### config.mk
export PLATFORM = sky130hd
export DESIGN_NAME = serial_addsub
export DESIGN_NICKNAME = d
export VERILOG_FILES = /design/src/rtl/serial_addsub.sv
export SDC_FILE = /design/constraint.sdc
export NUM_CORES = 1
export LEC_CHECK = 0
export CELL_PAD_IN_SITES_DETAIL_PLACEMENT = 0
export CELL_PAD_IN_SITES_GLOBAL_PLACEMENT = 1
export CORE_MARGIN = 2
export CORE_UTILIZATION = 31
export CTS_CLUSTER_SIZE = 14
export DETAILED_ROUTE_END_ITERATION = 16
export GPL_ROUTABILITY_DRIVEN = 0
export HOLD_SLACK_MARGIN = 0.1
export PLACE_DENSITY = 0.8
export REMOVE_ABC_BUFFERS = 1
export SLEW_MARGIN = 20
export SYNTH_ARGS = -nofsm -noshare
export SYNTH_HDL_FRONTEND = slang
export SYNTH_SLANG_ARGS = --single-unit
### constraint.sdc
create_clock -name clk -period 2.33 [get_ports clk]
set_input_delay 0.466 -clock clk [delete_from_list [all_inputs] [get_ports clk]]
set_output_delay 0.466 -clock clk [all_outputs]
set_load 0.02 [all_outputs]
### src/rtl/serial_addsub.sv
// -----------------------------------------------------------------------------
// serial_addsub
//   Bit-serial add/subtract unit. Operands arrive LSB-first, one bit per
//   accepted cycle, framed by a start marker. The result leaves LSB-first one
//   cycle later. Four operations are supported: a+b, a-b, a+1 and 0-a.
//   Completed words also report a carry-out flag and a signed-overflow flag.
//
// Parameters
//   WIDTH      word length in bits (2..32)
//
// Ports
//   clk        system clock, rising edge
//   reset      synchronous, active-low reset
//   in_valid   a/b (and in_start/mode) carry a bit this cycle
//   in_start   with in_valid: this bit is the LSB of a new word
//   mode       latched on an accepted start bit:
//              00 add, 01 sub, 10 inc, 11 neg
//   a, b       operand serial bits (b is ignored by inc/neg)
//   out        result serial bit (registered; qualify with out_valid)
//   out_valid  out carries a result bit
//   out_last   out is bit WIDTH-1 of the word
//   carry_out  final carry of the last completed word (sub: 1 = no borrow)
//   overflow   signed overflow of the last completed word
// -----------------------------------------------------------------------------
module serial_addsub #(
  parameter int WIDTH = 4
) (
  input  logic       clk,
  input  logic       reset,
  input  logic       in_valid,
  input  logic       in_start,
  input  logic [1:0] mode,
  input  logic       a,
  input  logic       b,
  output logic       out,
  output logic       out_valid,
  output logic       out_last,
  output logic       carry_out,
  output logic       overflow
);

  localparam int              CW       = $clog2(WIDTH);
  localparam logic [CW-1:0]   LAST_IDX = CW'(WIDTH - 1);

  typedef enum logic [1:0] {
    MODE_ADD = 2'b00,
    MODE_SUB = 2'b01,
    MODE_INC = 2'b10,
    MODE_NEG = 2'b11
  } mode_e;

  typedef enum logic {
    IDLE = 1'b0,
    RUN  = 1'b1
  } state_e;

  // Registered state
  state_e          r_state;
  mode_e           r_mode;
  logic [CW-1:0]   r_cnt;
  logic            r_carry;
  logic            r_out;
  logic            r_out_valid;
  logic            r_out_last;
  logic            r_carry_out;
  logic            r_overflow;

  // Per-bit datapath
  logic            w_start;
  logic            w_accept;
  mode_e           w_mode;
  logic            w_c_in;
  logic [CW-1:0]   w_idx;
  logic            w_last;
  logic            w_x;
  logic            w_y;
  logic            w_sum;
  logic            w_c_next;

  // A start bit always begins a fresh word, whether we are idle or mid-word
  // (abort). Mode and the initial carry therefore come straight from the
  // inputs on a start bit so that bit 0 is processed in the same cycle.
  always_comb begin
    // NOTE: every signal gets a default before any branch, so no path through
    // this block leaves a value unassigned and no latch is inferred.
    w_x      = 1'b0;
    w_y      = 1'b0;
    w_start  = in_valid & in_start;
    w_accept = in_valid & (in_start | (r_state == RUN));
    w_mode   = w_start ? mode_e'(mode) : r_mode;
    // Subtract, increment and negate all need a +1 injected at the LSB.
    w_c_in   = w_start ? (mode_e'(mode) != MODE_ADD) : r_carry;
    w_idx    = w_start ? '0 : r_cnt;
    w_last   = (w_idx == LAST_IDX);

    case (w_mode)
      MODE_ADD: begin w_x = a;    w_y = b;  end
      MODE_SUB: begin w_x = a;    w_y = ~b; end
      MODE_INC: begin w_x = a;    w_y = 1'b0; end
      MODE_NEG: begin w_x = 1'b0; w_y = ~a; end
      default:  begin w_x = a;    w_y = b;  end
    endcase

    w_sum    = w_x ^ w_y ^ w_c_in;
    w_c_next = (w_x & w_y) | (w_x & w_c_in) | (w_y & w_c_in);
  end

  // NOTE: state registers use non-blocking assignments so every register in
  // this block samples the pre-edge values, regardless of statement order.
  always_ff @(posedge clk) begin
    if (!reset) begin
      r_state     <= IDLE;
      r_mode      <= MODE_ADD;
      r_cnt       <= '0;
      r_carry     <= 1'b0;
      r_out       <= 1'b0;
      r_out_valid <= 1'b0;
      r_out_last  <= 1'b0;
      r_carry_out <= 1'b0;
      r_overflow  <= 1'b0;
    end else begin
      r_out_valid <= 1'b0;
      r_out_last  <= 1'b0;

      if (w_accept) begin
        r_out       <= w_sum;
        r_out_valid <= 1'b1;
        r_out_last  <= w_last;
        r_mode      <= w_mode;
        r_carry     <= w_c_next;

        if (w_last) begin
          r_carry_out <= w_c_next;
          // Carry into the MSB differs from carry out of it on signed overflow.
          r_overflow  <= w_c_in ^ w_c_next;
          r_state     <= IDLE;
          r_cnt       <= '0;
        end else begin
          r_state     <= RUN;
          r_cnt       <= w_idx + CW'(1);
        end
      end
      // A stall (in_valid low in RUN) falls through: count, carry and mode hold.
    end
  end

  assign out       = r_out;
  assign out_valid = r_out_valid;
  assign out_last  = r_out_last;
  assign carry_out = r_carry_out;
  assign overflow  = r_overflow;

endmodule

==> results.md <==
Outcome:
- The flow ran to the end, and the final reports show no timing, DRC or antenna violations.

Floorplan:
- The width of the die is 46.7 um.
- The overall die area is 2180 um^2.
- The number of primary I/O pins is 13.
- The initial utilization of the core area, before any placement, comes to 0.327.
- The core region is 1730 um^2.
- Row generation in the floorplan step produced 15 rows.
- In this run the vertical extent of the chip is 46.7 um.

Drt:
- The total met3 wirelength after detailed routing is 50 um.
- The DRC violations left is 0.
- The wire length on met2 is 546 um.
- Dividing the detail-routed wire length by the instance count gives 10.8 um.
- The count of vias placed by the detailed router is 519.
- The highest metal layer carrying signal wires in the routed design is met4.
- In this run, the number of DRC markers left after iteration 0 of detailed routing was 10.
- Summed over all layers, the routed wires come to 1150 um.
- The count of antenna-violating nets left after detailed routing is 0.
- The first detailed-routing pass took 4 iterations.
- After detailed routing, the wire length on met1 is 510 um.
- The detailed-route vias per instance is 4.90.

STA:
- At the pin with the least slew margin, the transition time is 0.260 ns.
- Setup repair after global routing left no endpoint under its margin.
- Setup total negative slack on the finished layout was measured at 0 ns.
- Headroom to the max-slew limit came out at 0.827.
- The hold violation count in the final report is 0.
- The final-report setup violation count is 0.
- The max-slew violation total from the final report came to 0.
- The achievable clock frequency is 0.441 GHz.
- The final critical-path setup slack is 0.0649 ns.
- Across the routed clock network, the largest skew measured is 0.00264 ns.
- Dividing the final minimum period by the clock period gives 0.972.
- The time the final worst path needs with I/O delays and setup is 2.27 ns.

Clock network:
- The largest buffer count on any clock path is 2.
- CTS built an H-tree with a depth of 1.
- In this run, post-CTS hold repair placed 0 buffers.
- For this design, the sink count on the clock tree is 11.
- For the worst-skew pair, the clock arrives at the later sink with an insertion delay of 0.27 ns.
- The number of buffers added for setup after CTS is 0.
- After clock tree synthesis, the clock-pin slew on the worst setup and hold paths is 0.07 ns.
- The clock tree from TritonCTS is yes.
- Clock tree synthesis selected as its root buffer the cell clkbuf_4.
- The total CTS buffers is 3.

Critical path:
- Walking the worst path, the cells encountered are dlygate4sd2_1 > a21bo_2 > a221oi_2 > mux2i_1 > fa_2 > nand2b_1 > or4b_1 > o221ai_1.
- At the worst endpoint, the required time is 2.52 ns.
- The stage delay of the slowest cell on the critical path is 0.50 ns.
- The critical path endpoint category is a register.
- Data arrives at the worst endpoint at 2.45 ns.
- The critical path start-end classification is in2reg.
- The top fanout value on the critical path is 7.
- The highest-delay cell along the critical path is or4b_1.
- STA classifies the critical path startpoint as a primary input.

Logic synthesis:
- The mean post-synth cell area is 9.56 um^2.
- The number of different library cells used by synthesis comes to 27.
- The register bit total from synthesis is 11.
- Of the total synthesized cell area, the portion taken by XOR and XNOR cells is 0.
- Of the post-synthesis cell area, the dominant cell type holds 0.390.
- The mapped netlist covers 564 um^2.
- After synthesis, the largest family of logic cells by area is simple AND/OR/NAND/NOR gates.
- The portion of netlist area occupied by mux cells is 0.0355.
- The commonest cells after synthesis are dfxtp_1, nand2_1, and2_1, o211a_1, nor2b_1.
- The gate count of the mapped netlist is 59.
- The share of the Yosys chip area taken by registers is 0.390.
- Sorting the synthesized cells by area gives the leading types as dfxtp_1, o211a_1, and2_1.
- The adder-cell area share of the yosys netlist is 0.0576.
- The post-synthesis async set-or-reset flop share is 0.
- Counting flops with a built-in enable in the synthesized netlist gives 0.
- The biggest area contributor in the post-synthesis netlist is dfxtp_1.
- The share of the synthesized area in compound gates (AO/OA/AOI/OAI) is 0.222.
- The warning count from the yosys run is 0.
- The basic-gate share of the synthesized area counting and, or, nand and nor cells is 0.248.
- dfxtp_1 is the most common cell in the netlist.
- The predominant post-synthesis flop cell is dfxtp_1.

Power and ir drop:
- The total power divided by cell area is 519 nW/um^2.
- The power after layout is 423 uW.
- For this design the static power due to leakage is 0.000390 uW.
- The worst-case IR drop observed on VDD is 0.302 mV.

Final layout:
- The fill cell total of the finished layout is 182.
- The final non-filler cell area is 815 um^2.
- Leaving out filler cells and counting taps, the final layout contains 106.
- The multi-input combinational cell area is 348 um^2.
- The number of antenna diodes in the final layout is 0.
- For this run, the post-layout net count is 92.
- Across the whole layout, storage elements account for 220 um^2.
- The growth of design area from synthesis to finish is 44.3%.
- In the final layout, the share of cells above drive strength 1 is 0.259.

Min path:
- In this run the worst hold path is classified as reg2reg.

Global routing:
- The pin count of the biggest net entering global routing is 13.
- The number of global-route vias before repair was 443.
- The leftover overflow at the end of global routing is 0.
- The number of antenna violations at the first check in global routing is 0.
- The global-route wire length before repair is 1840 um.
- The global-route total usage across every layer is 0.121.

Run:
- Across the run, the number of max-cap violations was 0.

Place:
- The count of placed standard cells including taps is 102.
- The pre-CTS setup slack is -0.607 ns.
- Detailed placement finished with a half-perimeter wire length of 868 um.
- Port buffering added 12 buffers.
- After detailed placement, the total cell area comes to 761 um^2.
-- through the flow --
stage               hold slack [ns]   util
CTS                           0.508  0.464
global route                  0.525  0.472
floorplan                     0.466      -
global placement              0.476  0.441
finish                        0.504  0.472
detailed placement            0.487  0.441
-- layout make-up --
class                           instances  share of cell area
Tap cell                               25              0.0384
Multi-Input combinational cell         44               0.427
Sequential cell                        11               0.270
Clock buffer                            4              0.0323
Timing Repair Buffer                   21               0.227
Inverter                                1             0.00461
-- routing by layer --
layer / vias to the layer above / global-route usage
li1: 257 / -
met5: - / 0
met2: 12 / 0.197
met1: 245 / 0.155
met3: 5 / 0.0235
met4: 0 / 0.0500
-- layout by cell type (no fill, tap or decap) --
cell	instances
and3_4	1
a21oi_2	1
o21a_1	1
a21bo_2	1
a21oi_1	1
ha_1	1
and4_1	1
o221ai_1	1
dfxtp_1	11
clkbuf_1	1
clkbuf_2	1
fa_2	1
mux2i_1	2
a21boi_1	1
clkbuf_4	3
dlygate4sd2_1	2
nand2_2	1
nor2b_1	3
o21ai_1	1
a221oi_2	1
nand4b_1	1
buf_4	9
o211a_1	6
inv_1	1
nand2b_1	1
and2_1	6
nor2_1	2
or4b_1	1
nand2_1	6
a211oi_2	1
nand3_1	1
dlymetal6s2s_1	2
nand3_2	1
clkdlybuf4s50_1	7
-- where the power goes --
part	switching, uW	total, uW	internal (uW)	leakage (uW)
sequential	5.14	202	197	0.0000900
combinational	39.8	88.0	48.2	0.000285
clock	66.5	133	66.4	0.0000150
total	111	423	312	0.000390
-- worst paths after layout --
path,start,end,slack (ns),depth (start not counted)
worst max register to register,r_mode[0]$_SDFFE_PN0P_,overflow$_SDFFE_PN0P_,0.29,7
worst min-delay path,carry_out$_SDFFE_PN0P_,carry_out$_SDFFE_PN0P_,0.50,1
worst max-delay path,in_valid,overflow$_SDFFE_PN0P_,0.06,8
worst min register to register,carry_out$_SDFFE_PN0P_,carry_out$_SDFFE_PN0P_,0.50,1
-- state kept, by name, indices dropped and copies added (netlist names) --
name       cells
r_cnt          2
r_state        1
r_mode         2
overflow       1
out            1
carry_out      1
r_carry        1
out_valid      1
out_last       1
-- critical path, delay by kind of cell --
kind,cells,cell delay [ns]
AOI/OAI and AO/OA,3,0.56
muxes,1,0.12
buffers and inverters,1,0.31
and+or+nand+nor,2,0.64
adders and majority gates,1,0.35
-- kinds of logic (layout without fill, tap and decap cells) --
family,count (synthesis),count (layout)
simple gates,25,25
compound gates,15,15
flops,11,11
buf+inv,4,26
fa+ha+maj,2,2
mux,2,2
-- timing repair --
action	4_1_cts	5_1_grt
gates resized for setup	8	7
setup endpoints to repair	1	1
pin swaps	2	0
No activity file was read; power rests on OpenSTA's default activity.
